<file path="config.mk">
export PLATFORM = sky130hd
export DESIGN_NAME = regfile_write_arbiter_flat
export DESIGN_NICKNAME = d
export VERILOG_FILES = /design/src/rtl/regfile_write_arbiter_pkg.sv /design/src/rtl/regfile_write_arbiter_if.sv /design/src/rtl/regfile_write_arbiter_rfw_result_fifo.sv /design/src/rtl/regfile_write_arbiter.sv /design/src/flat_wrapper.sv
export SDC_FILE = /design/constraint.sdc
export NUM_CORES = 1
export LEC_CHECK = 0
export CORE_ASPECT_RATIO = 0.5
export CORE_MARGIN = 10
export CORE_UTILIZATION = 50
export DETAILED_ROUTE_END_ITERATION = 8
export DONT_BUFFER_PORTS = 1
export PLACE_DENSITY = 0.68
export SYNTH_ARGS = -nofsm -noshare
export SYNTH_HDL_FRONTEND = slang
export SYNTH_SLANG_ARGS = --single-unit
</file>
<file path="constraint.sdc">
create_clock -name clk_i -period 2 [get_ports clk_i]
set_clock_uncertainty 0.05 [all_clocks]
set_input_delay 0.2 -clock clk_i [delete_from_list [all_inputs] [get_ports clk_i]]
set_output_delay 0.2 -clock clk_i [all_outputs]
set_load 0.02 [all_outputs]
</file>
<file path="src/rtl/regfile_write_arbiter_pkg.sv">
// rtl/regfile_write_arbiter_pkg.sv - shared widths, defaults and entry type for the RF write arbiter
// Shared constants for the register-file write path.
//   DATA_W / ADDR_W / NUM_REGS : register file geometry
//   DEF_FIFO_DEPTH             : default LU result buffer depth (power of two, >= 2)
//   DEF_STARVE_LIMIT           : default starvation threshold for the pipeline hold request
package regfile_write_arbiter_pkg;

  localparam int unsigned DATA_W           = 16;
  localparam int unsigned ADDR_W           = 4;
  localparam int unsigned NUM_REGS         = 1 << ADDR_W;
  localparam int unsigned DEF_FIFO_DEPTH   = 2;
  localparam int unsigned DEF_STARVE_LIMIT = 4;

  // One buffered LU result: destination register plus data.
  typedef struct packed {
    logic [ADDR_W-1:0] addr;
    logic [DATA_W-1:0] data;
  } rfw_entry_t;

  localparam int unsigned ENTRY_W = $bits(rfw_entry_t);

endpackage

</file>
<file path="src/rtl/regfile_write_arbiter_if.sv">
// rtl/regfile_write_arbiter_if.sv - bus bundle between the pipeline/LU and the RF write arbiter
// Signals:
//   wb_we/wb_addr/wb_data         writeback stage write request
//   lu_valid/lu_ready/lu_addr/... long-latency unit result handshake
//   issue_en/issue_addr           long op issued, marks destination busy
//   rf_we/rf_waddr/rf_wdata       register-file write port (registered)
//   end_write/end_reg             write-completed pulse and register
//   pipe_hold                     bubble request to the pipeline
//   busy_mask                     registers still owed an LU result
// master: pipeline/LU side. slave: the arbiter.
interface regfile_write_arbiter_if;
  import regfile_write_arbiter_pkg::*;

  logic                wb_we;
  logic [ADDR_W-1:0]   wb_addr;
  logic [DATA_W-1:0]   wb_data;
  logic                lu_valid;
  logic                lu_ready;
  logic [ADDR_W-1:0]   lu_addr;
  logic [DATA_W-1:0]   lu_data;
  logic                issue_en;
  logic [ADDR_W-1:0]   issue_addr;
  logic                rf_we;
  logic [ADDR_W-1:0]   rf_waddr;
  logic [DATA_W-1:0]   rf_wdata;
  logic                end_write;
  logic [ADDR_W-1:0]   end_reg;
  logic                pipe_hold;
  logic [NUM_REGS-1:0] busy_mask;

  modport master (
    output wb_we, wb_addr, wb_data, lu_valid, lu_addr, lu_data, issue_en, issue_addr,
    input  lu_ready, rf_we, rf_waddr, rf_wdata, end_write, end_reg, pipe_hold, busy_mask
  );

  modport slave (
    input  wb_we, wb_addr, wb_data, lu_valid, lu_addr, lu_data, issue_en, issue_addr,
    output lu_ready, rf_we, rf_waddr, rf_wdata, end_write, end_reg, pipe_hold, busy_mask
  );

endinterface

</file>
<file path="src/rtl/regfile_write_arbiter_rfw_result_fifo.sv">
// rtl/regfile_write_arbiter_rfw_result_fifo.sv - synchronous FIFO buffering LU results
// Ports:
//   clk_i, rst_n_i   clock, async active-low clear (flushes pointers and count)
//   push_i, push_data_i  write an entry (ignored when full)
//   pop_i            remove the head entry (ignored when empty)
//   head_o           current head entry (valid when !empty_o)
//   full_o, empty_o  derived from the registered occupancy count
module rfw_result_fifo #(
  parameter int unsigned WIDTH = 20,
  parameter int unsigned DEPTH = 2
) (
  input  logic             clk_i,
  input  logic             rst_n_i,
  input  logic             push_i,
  input  logic [WIDTH-1:0] push_data_i,
  input  logic             pop_i,
  output logic [WIDTH-1:0] head_o,
  output logic             full_o,
  output logic             empty_o
);

  localparam int unsigned PTR_W = $clog2(DEPTH);
  localparam int unsigned CNT_W = PTR_W + 1;

  logic [WIDTH-1:0] mem_q [DEPTH];
  logic [PTR_W-1:0] wr_ptr_q, wr_ptr_d;
  logic [PTR_W-1:0] rd_ptr_q, rd_ptr_d;
  logic [CNT_W-1:0] count_q, count_d;
  logic             push_ok, pop_ok;

  assign full_o  = (count_q == CNT_W'(DEPTH));
  assign empty_o = (count_q == '0);
  assign push_ok = push_i & ~full_o;
  assign pop_ok  = pop_i & ~empty_o;
  assign head_o  = mem_q[rd_ptr_q];

  // DEPTH is a power of two, so pointer overflow is the wrap.
  always_comb begin
    wr_ptr_d = wr_ptr_q;
    rd_ptr_d = rd_ptr_q;
    count_d  = count_q;
    if (push_ok) wr_ptr_d = wr_ptr_q + 1'b1;
    if (pop_ok)  rd_ptr_d = rd_ptr_q + 1'b1;
    case ({push_ok, pop_ok})
      2'b10:   count_d = count_q + 1'b1;
      2'b01:   count_d = count_q - 1'b1;
      default: count_d = count_q;
    endcase
  end

  always_ff @(posedge clk_i or negedge rst_n_i) begin
    if (!rst_n_i) begin
      wr_ptr_q <= '0;
      rd_ptr_q <= '0;
      count_q  <= '0;
    end else begin
      wr_ptr_q <= wr_ptr_d;
      rd_ptr_q <= rd_ptr_d;
      count_q  <= count_d;
    end
  end

  // Storage needs no reset: the count gates every read of it.
  always_ff @(posedge clk_i) begin
    if (push_ok) mem_q[wr_ptr_q] <= push_data_i;
  end

endmodule

</file>
<file path="src/rtl/regfile_write_arbiter.sv">
// rtl/regfile_write_arbiter.sv - shares the register-file write port between WB and LU results
// Ports:
//   clk_i    rising-edge clock
//   rst_n_i  async active-low reset; flushes buffered LU results and the scoreboard
//   bus      regfile_write_arbiter_if.slave (WB request, LU handshake, issue marking,
//            registered RF write port, end pulse, pipe hold, busy mask)
// WB has fixed priority; LU results queue in rfw_result_fifo and drain on idle WB cycles.
module regfile_write_arbiter
  import regfile_write_arbiter_pkg::*;
#(
  parameter int unsigned FIFO_DEPTH   = DEF_FIFO_DEPTH,
  parameter int unsigned STARVE_LIMIT = DEF_STARVE_LIMIT
) (
  input  logic                      clk_i,
  input  logic                      rst_n_i,
  regfile_write_arbiter_if.slave    bus
);

  localparam int unsigned STARVE_W = $clog2(STARVE_LIMIT + 1);
  localparam logic [STARVE_W-1:0] STARVE_MAX = STARVE_W'(STARVE_LIMIT);

  rfw_entry_t          push_entry;
  rfw_entry_t          head_entry;
  logic [ENTRY_W-1:0]  head_bits;
  logic                fifo_full, fifo_empty;
  logic                push, pop;

  logic                rf_we_q, rf_we_d;
  logic [ADDR_W-1:0]   rf_waddr_q, rf_waddr_d;
  logic [DATA_W-1:0]   rf_wdata_q, rf_wdata_d;
  logic [STARVE_W-1:0] starve_q, starve_d;
  logic                hold_q, hold_d;
  logic [NUM_REGS-1:0] busy_q, busy_d;

  assign push_entry = '{addr: bus.lu_addr, data: bus.lu_data};
  assign head_entry = head_bits;
  assign push       = bus.lu_valid & ~fifo_full;
  // The FIFO drains only on cycles WB leaves the port free; an entry pushed this
  // cycle is not yet visible, so there is no LU bypass.
  assign pop        = ~bus.wb_we & ~fifo_empty;

  rfw_result_fifo #(
    .WIDTH (ENTRY_W),
    .DEPTH (FIFO_DEPTH)
  ) u_fifo (
    .clk_i       (clk_i),
    .rst_n_i     (rst_n_i),
    .push_i      (push),
    .push_data_i (push_entry),
    .pop_i       (pop),
    .head_o      (head_bits),
    .full_o      (fifo_full),
    .empty_o     (fifo_empty)
  );

  always_comb begin
    rf_we_d    = bus.wb_we | pop;
    rf_waddr_d = rf_waddr_q;
    rf_wdata_d = rf_wdata_q;
    if (bus.wb_we) begin
      rf_waddr_d = bus.wb_addr;
      rf_wdata_d = bus.wb_data;
    end else if (pop) begin
      rf_waddr_d = head_entry.addr;
      rf_wdata_d = head_entry.data;
    end

    // Counts cycles a buffered result waits behind WB; saturates at the limit.
    starve_d = starve_q;
    if (fifo_empty || pop)          starve_d = '0;
    else if (starve_q != STARVE_MAX) starve_d = starve_q + 1'b1;
    hold_d = (starve_d >= STARVE_MAX);

    // Issue is applied after the pop clear so a same-cycle set on that bit wins.
    busy_d = busy_q;
    if (pop)          busy_d[head_entry.addr] = 1'b0;
    if (bus.issue_en) busy_d[bus.issue_addr]  = 1'b1;
  end

  always_ff @(posedge clk_i or negedge rst_n_i) begin
    if (!rst_n_i) begin
      rf_we_q    <= 1'b0;
      rf_waddr_q <= '0;
      rf_wdata_q <= '0;
      starve_q   <= '0;
      hold_q     <= 1'b0;
      busy_q     <= '0;
    end else begin
      rf_we_q    <= rf_we_d;
      rf_waddr_q <= rf_waddr_d;
      rf_wdata_q <= rf_wdata_d;
      starve_q   <= starve_d;
      hold_q     <= hold_d;
      busy_q     <= busy_d;
    end
  end

  assign bus.lu_ready  = ~fifo_full;
  assign bus.rf_we     = rf_we_q;
  assign bus.rf_waddr  = rf_waddr_q;
  assign bus.rf_wdata  = rf_wdata_q;
  assign bus.end_write = rf_we_q;
  assign bus.end_reg   = rf_waddr_q;
  assign bus.pipe_hold = hold_q;
  assign bus.busy_mask = busy_q;

endmodule

</file>
<file path="src/flat_wrapper.sv">
// flat-port wrapper written by rule: the top's interface ports become plain ports
module regfile_write_arbiter_flat import regfile_write_arbiter_pkg::*;
#(
  parameter int unsigned FIFO_DEPTH   = DEF_FIFO_DEPTH,
  parameter int unsigned STARVE_LIMIT = DEF_STARVE_LIMIT
)
  (clk_i, rst_n_i, bus_wb_we, bus_wb_addr, bus_wb_data, bus_lu_valid, bus_lu_addr, bus_lu_data, bus_issue_en, bus_issue_addr, bus_lu_ready, bus_rf_we, bus_rf_waddr, bus_rf_wdata, bus_end_write, bus_end_reg, bus_pipe_hold, bus_busy_mask);
  regfile_write_arbiter_if bus_i ();
  input  logic clk_i;
  input  logic rst_n_i;
  input wire logic [$bits(bus_i.wb_we)-1:0] bus_wb_we;
  input wire logic [$bits(bus_i.wb_addr)-1:0] bus_wb_addr;
  input wire logic [$bits(bus_i.wb_data)-1:0] bus_wb_data;
  input wire logic [$bits(bus_i.lu_valid)-1:0] bus_lu_valid;
  input wire logic [$bits(bus_i.lu_addr)-1:0] bus_lu_addr;
  input wire logic [$bits(bus_i.lu_data)-1:0] bus_lu_data;
  input wire logic [$bits(bus_i.issue_en)-1:0] bus_issue_en;
  input wire logic [$bits(bus_i.issue_addr)-1:0] bus_issue_addr;
  output wire logic [$bits(bus_i.lu_ready)-1:0] bus_lu_ready;
  output wire logic [$bits(bus_i.rf_we)-1:0] bus_rf_we;
  output wire logic [$bits(bus_i.rf_waddr)-1:0] bus_rf_waddr;
  output wire logic [$bits(bus_i.rf_wdata)-1:0] bus_rf_wdata;
  output wire logic [$bits(bus_i.end_write)-1:0] bus_end_write;
  output wire logic [$bits(bus_i.end_reg)-1:0] bus_end_reg;
  output wire logic [$bits(bus_i.pipe_hold)-1:0] bus_pipe_hold;
  output wire logic [$bits(bus_i.busy_mask)-1:0] bus_busy_mask;
  assign bus_i.wb_we = bus_wb_we;
  assign bus_i.wb_addr = bus_wb_addr;
  assign bus_i.wb_data = bus_wb_data;
  assign bus_i.lu_valid = bus_lu_valid;
  assign bus_i.lu_addr = bus_lu_addr;
  assign bus_i.lu_data = bus_lu_data;
  assign bus_i.issue_en = bus_issue_en;
  assign bus_i.issue_addr = bus_issue_addr;
  assign bus_lu_ready = bus_i.lu_ready;
  assign bus_rf_we = bus_i.rf_we;
  assign bus_rf_waddr = bus_i.rf_waddr;
  assign bus_rf_wdata = bus_i.rf_wdata;
  assign bus_end_write = bus_i.end_write;
  assign bus_end_reg = bus_i.end_reg;
  assign bus_pipe_hold = bus_i.pipe_hold;
  assign bus_busy_mask = bus_i.busy_mask;
  regfile_write_arbiter #(.FIFO_DEPTH(FIFO_DEPTH), .STARVE_LIMIT(STARVE_LIMIT)) u_core (.clk_i(clk_i), .rst_n_i(rst_n_i), .bus(bus_i));
endmodule
</file>
==> qor.csv <==
metric;value;unit
status;completed;
prevailing post-synth register cell;dfrtp_1;
# IOs;93;
critical path type;reg2reg;
GPL Wtd Cong;0.894;
CTS Sinks;84;
Worst R2R Start;u_core.u_fifo.rd_ptr_q;
GRT overflow;0;
delay-heaviest family, CP;flip-flops;
CP max FO;14;
crit path DAT;1860;ps
Reg area;2300;sq um
DRC Markers;0;
placed insts;365;
largest net degree at the start of global routing;45;
Cell Area, Synth;3680;sq um
WL final;8320;um
Starting Density;0.533;
RSZ-0062 raised after global routing;no;
Clock Tree Root;clkbuf_16;
P per Cell Area;1360;nW/um^2
Yosys warnings;0;
DIE WIDTH;141;um
drt wl/cell;19.5;um
Slowest cell on crit path;dfrtp_1;
max FFs per register;40;
Hold EP;u_core.bus.end_reg[2];
DP HPWL;5580;um
Worst IR Drop VDD;0.000623;V
r2r worst-path depth;4;
CTS max path bufs;2;
H-tree depth;3;
Syn Nets;336;
Biggest register;u_core.u_fifo.mem_q;
share of the yosys chip area belonging to registers;0.625;
Sw Share;0.338;
combinational power share;0.273;
crit end category;register;
postcts setup bufs;0;
die area;11400;sq um
sequential fraction of design power;0.468;
Port Buffers;0;
post-cts sizing count;0;
Synth cell types;38;
worst-margin pin slew;518;ps
fin util;0.655;
CTS tree;built;
Slew Limit Headroom;0.645;
min-delay worst type;in2reg;
fin crit share;0.847;
Worst-Skew Late Latency;330;ps
Cell Rows;21;
CTS Hold Bufs;46;
Total Neg Setup Slack;0;ps
Multi-input gate area;1190;sq um
hold depth;2;
vias in the first global route;2525;
largest family of logic cells by synthesized area;multiplexers;
leakage;1.89;nW
CP bufs+invs;1;
fillers;516;
Hold Startpoint;bus_wb_we;
CTS clk-pin slew, worst paths;60;ps
Synth Register Bits;84;
Net Sw Power;0.00209;W
gr usage total;0.152;
global-route wire length before repair;13600;um
Avg Vias per Cell;5.54;
Critical Path RT;2160;ps
Placeable Area;6910;sq um
count of pins over their slew limit;0;
routed via count;2360;
non-filler instance count after layout;426;
Final Net Count;382;
Startpoint Class;register;
final setup violation count;0;
antenna violations before repair;0;
Cells after Synth;284;
number of synthesized flops with an enable pin;40;
DRT Pass-1 Iters;4;
min Tclk post-route;1690;ps
Syn Area/Cell;13.0;sq um
CP peak stage delay;640;ps
mux contribution to synthesized area;0.115;
Post-Synth Adder-Cell Area;0.0102;
simple-gate share of the synthesized area;0.0867;
TritonCTS buffer count;9;
Async SR Flop Fraction;0.524;
max-cap violations;0;
area delta synth->final;22.9;%
R2R Setup Slk;310;ps
clock power share;0.259;
RR Endpoint;u_core.bus.rf_wdata[10];
internal power;0.00409;W
CP cell instances;buf_4 > mux2_2 > mux2i_1 > o21ai_1;
post-route ant nets;0;
fraction of layout cells with a size suffix above 1;0.117;
Synth Area in XOR/XNOR;0.0143;
DR iter-0 viols;130;
Die Ht;80.7;um
Final Hold Fails;0;
diodes inserted;0;
Compound-Gate Fraction of Synth Area;0.0962;
Max Fclk;590;MHz
==> worst max path at each step <==
| stage | from | end | slack [ps] | cells after the start |
|---|---|---|---|---|
| floorplan | u_core.u_fifo.count_q[0] | u_core.u_fifo.mem_q[0][0] | 120 | 4 |
| detailed placement | u_core.u_fifo.rd_ptr_q | u_core.bus.rf_wdata[10] | 310 | 4 |
| CTS | u_core.u_fifo.rd_ptr_q | u_core.bus.rf_wdata[10] | 300 | 4 |
| finish | u_core.u_fifo.rd_ptr_q | u_core.bus.rf_wdata[10] | 310 | 4 |
| global placement | u_core.u_fifo.rd_ptr_q | u_core.bus.end_reg[2] | 380 | 3 |
| global route | u_core.u_fifo.rd_ptr_q | u_core.bus.busy_mask[14] | 130 | 3 |
==> worst reg2reg max path: cells and delay by family, from the launching register on <==
kind | cells | cell delay, ps
buffers and inverters | 1 | 300
DFF | 1 | 640
muxes | 2 | 510
AOI/OAI and AO/OA | 1 | 80
==> cell usage in the layout, fill, tap and decap left out, drive strengths merged <==
| cell type | netlist | layout |
|---|---|---|
| a211oi | 1 | 1 |
| a21o | 1 | 1 |
| a22oi | 1 | 1 |
| a32oi | 13 | 13 |
| and3 | 4 | 4 |
| and3b | 2 | 2 |
| buf | 13 | 9 |
| bufinv | 0 | 1 |
| clkbuf | 5 | 12 |
| clkinv | 0 | 2 |
| dfrtp | 44 | 44 |
| dlygate4sd3 | 0 | 44 |
| edfxtp | 40 | 40 |
| ha | 3 | 3 |
| inv | 18 | 18 |
| mux2 | 18 | 18 |
| mux2i | 22 | 22 |
| nand2 | 26 | 26 |
| nand2b | 1 | 1 |
| nand3 | 1 | 1 |
| nand3b | 3 | 3 |
| nor2 | 8 | 8 |
| nor2b | 2 | 2 |
| nor3 | 7 | 7 |
| nor3b | 1 | 1 |
| o211ai | 2 | 2 |
| o21ai | 32 | 32 |
| o21bai | 1 | 1 |
| o221ai | 1 | 1 |
| o41ai | 2 | 2 |
| or2 | 1 | 1 |
| or3 | 2 | 2 |
| or3b | 3 | 3 |
| xnor2 | 5 | 5 |
| xor2 | 1 | 1 |
==> cell families (layout without fill, tap and decap cells) <==
| group | after synthesis | in the layout |
|---|---|---|
| DFF | 84 | 84 |
| and+or+nand+nor | 61 | 61 |
| AOI/OAI and AO/OA | 54 | 54 |
| muxes | 40 | 40 |
| buffers and inverters | 36 | 86 |
| xor gates and xnor gates | 6 | 6 |
| adders and majority gates | 3 | 3 |
==> cell usage after synthesis (all sizes together) (2+ instances only) <==
cell	count	area, sq um
or3b	3	26.3
buf	13	106
inv	18	67.6
mux2i	22	220
or3	2	12.5
a32oi	13	114
ha	3	37.5
edfxtp	40	1200
nor2b	2	12.5
nor2	8	30.0
dfrtp	44	1100
nand2	26	97.6
o21ai	32	160
mux2	18	203
clkbuf	5	18.8
nand3b	3	22.5
o41ai	2	17.5
xnor2	5	43.8
and3	4	25.0
o211ai	2	15.0
nor3	7	50.1
and3b	2	17.5
==> metal layers <==
metal  wire length, um  up-vias  global-route usage
met4                80        0              0.0523
met3               760        8              0.0687
met2              4070       81               0.253
met5                 0        -                   0
li1                  -     1125                   -
met1              3420     1146               0.171
==> through the flow <==
step / hold slack [ps] / instance area (sq um) / total power, W / setup WS, ps
2_1_floorplan: -146 / 3680 / 0.00417 / 119
3_3_place_gp: -144 / 3750 / 0.00443 / 383
3_5_place_dp: -144 / 3750 / 0.00450 / 307
4_1_cts: 1.29 / 4520 / 0.00622 / 305
5_1_grt: 16.2 / 4520 / 0.00653 / 133
6_report: 24.5 / 4520 / 0.00618 / 305
==> power groups by stage <==
stage,clock network [W],registers (W),logic (W)
6_report,0.00160,0.00289,0.00168
5_1_grt,0.00171,0.00296,0.00186
4_1_cts,0.00163,0.00290,0.00169
3_5_place_dp,0,0.00293,0.00157
3_3_place_gp,0,0.00290,0.00153
2_1_floorplan,0,0.00271,0.00146
==> cell type report <==
class                   count  share of cell area
clock buffers              12              0.0545
clock inverters             3             0.00857
inverters                  18              0.0149
multi-input cells         164               0.263
flip-flops and latches     84               0.509
well taps                  92              0.0254
repair buffers             53               0.125
No activity file was read; power rests on OpenSTA's default activity.
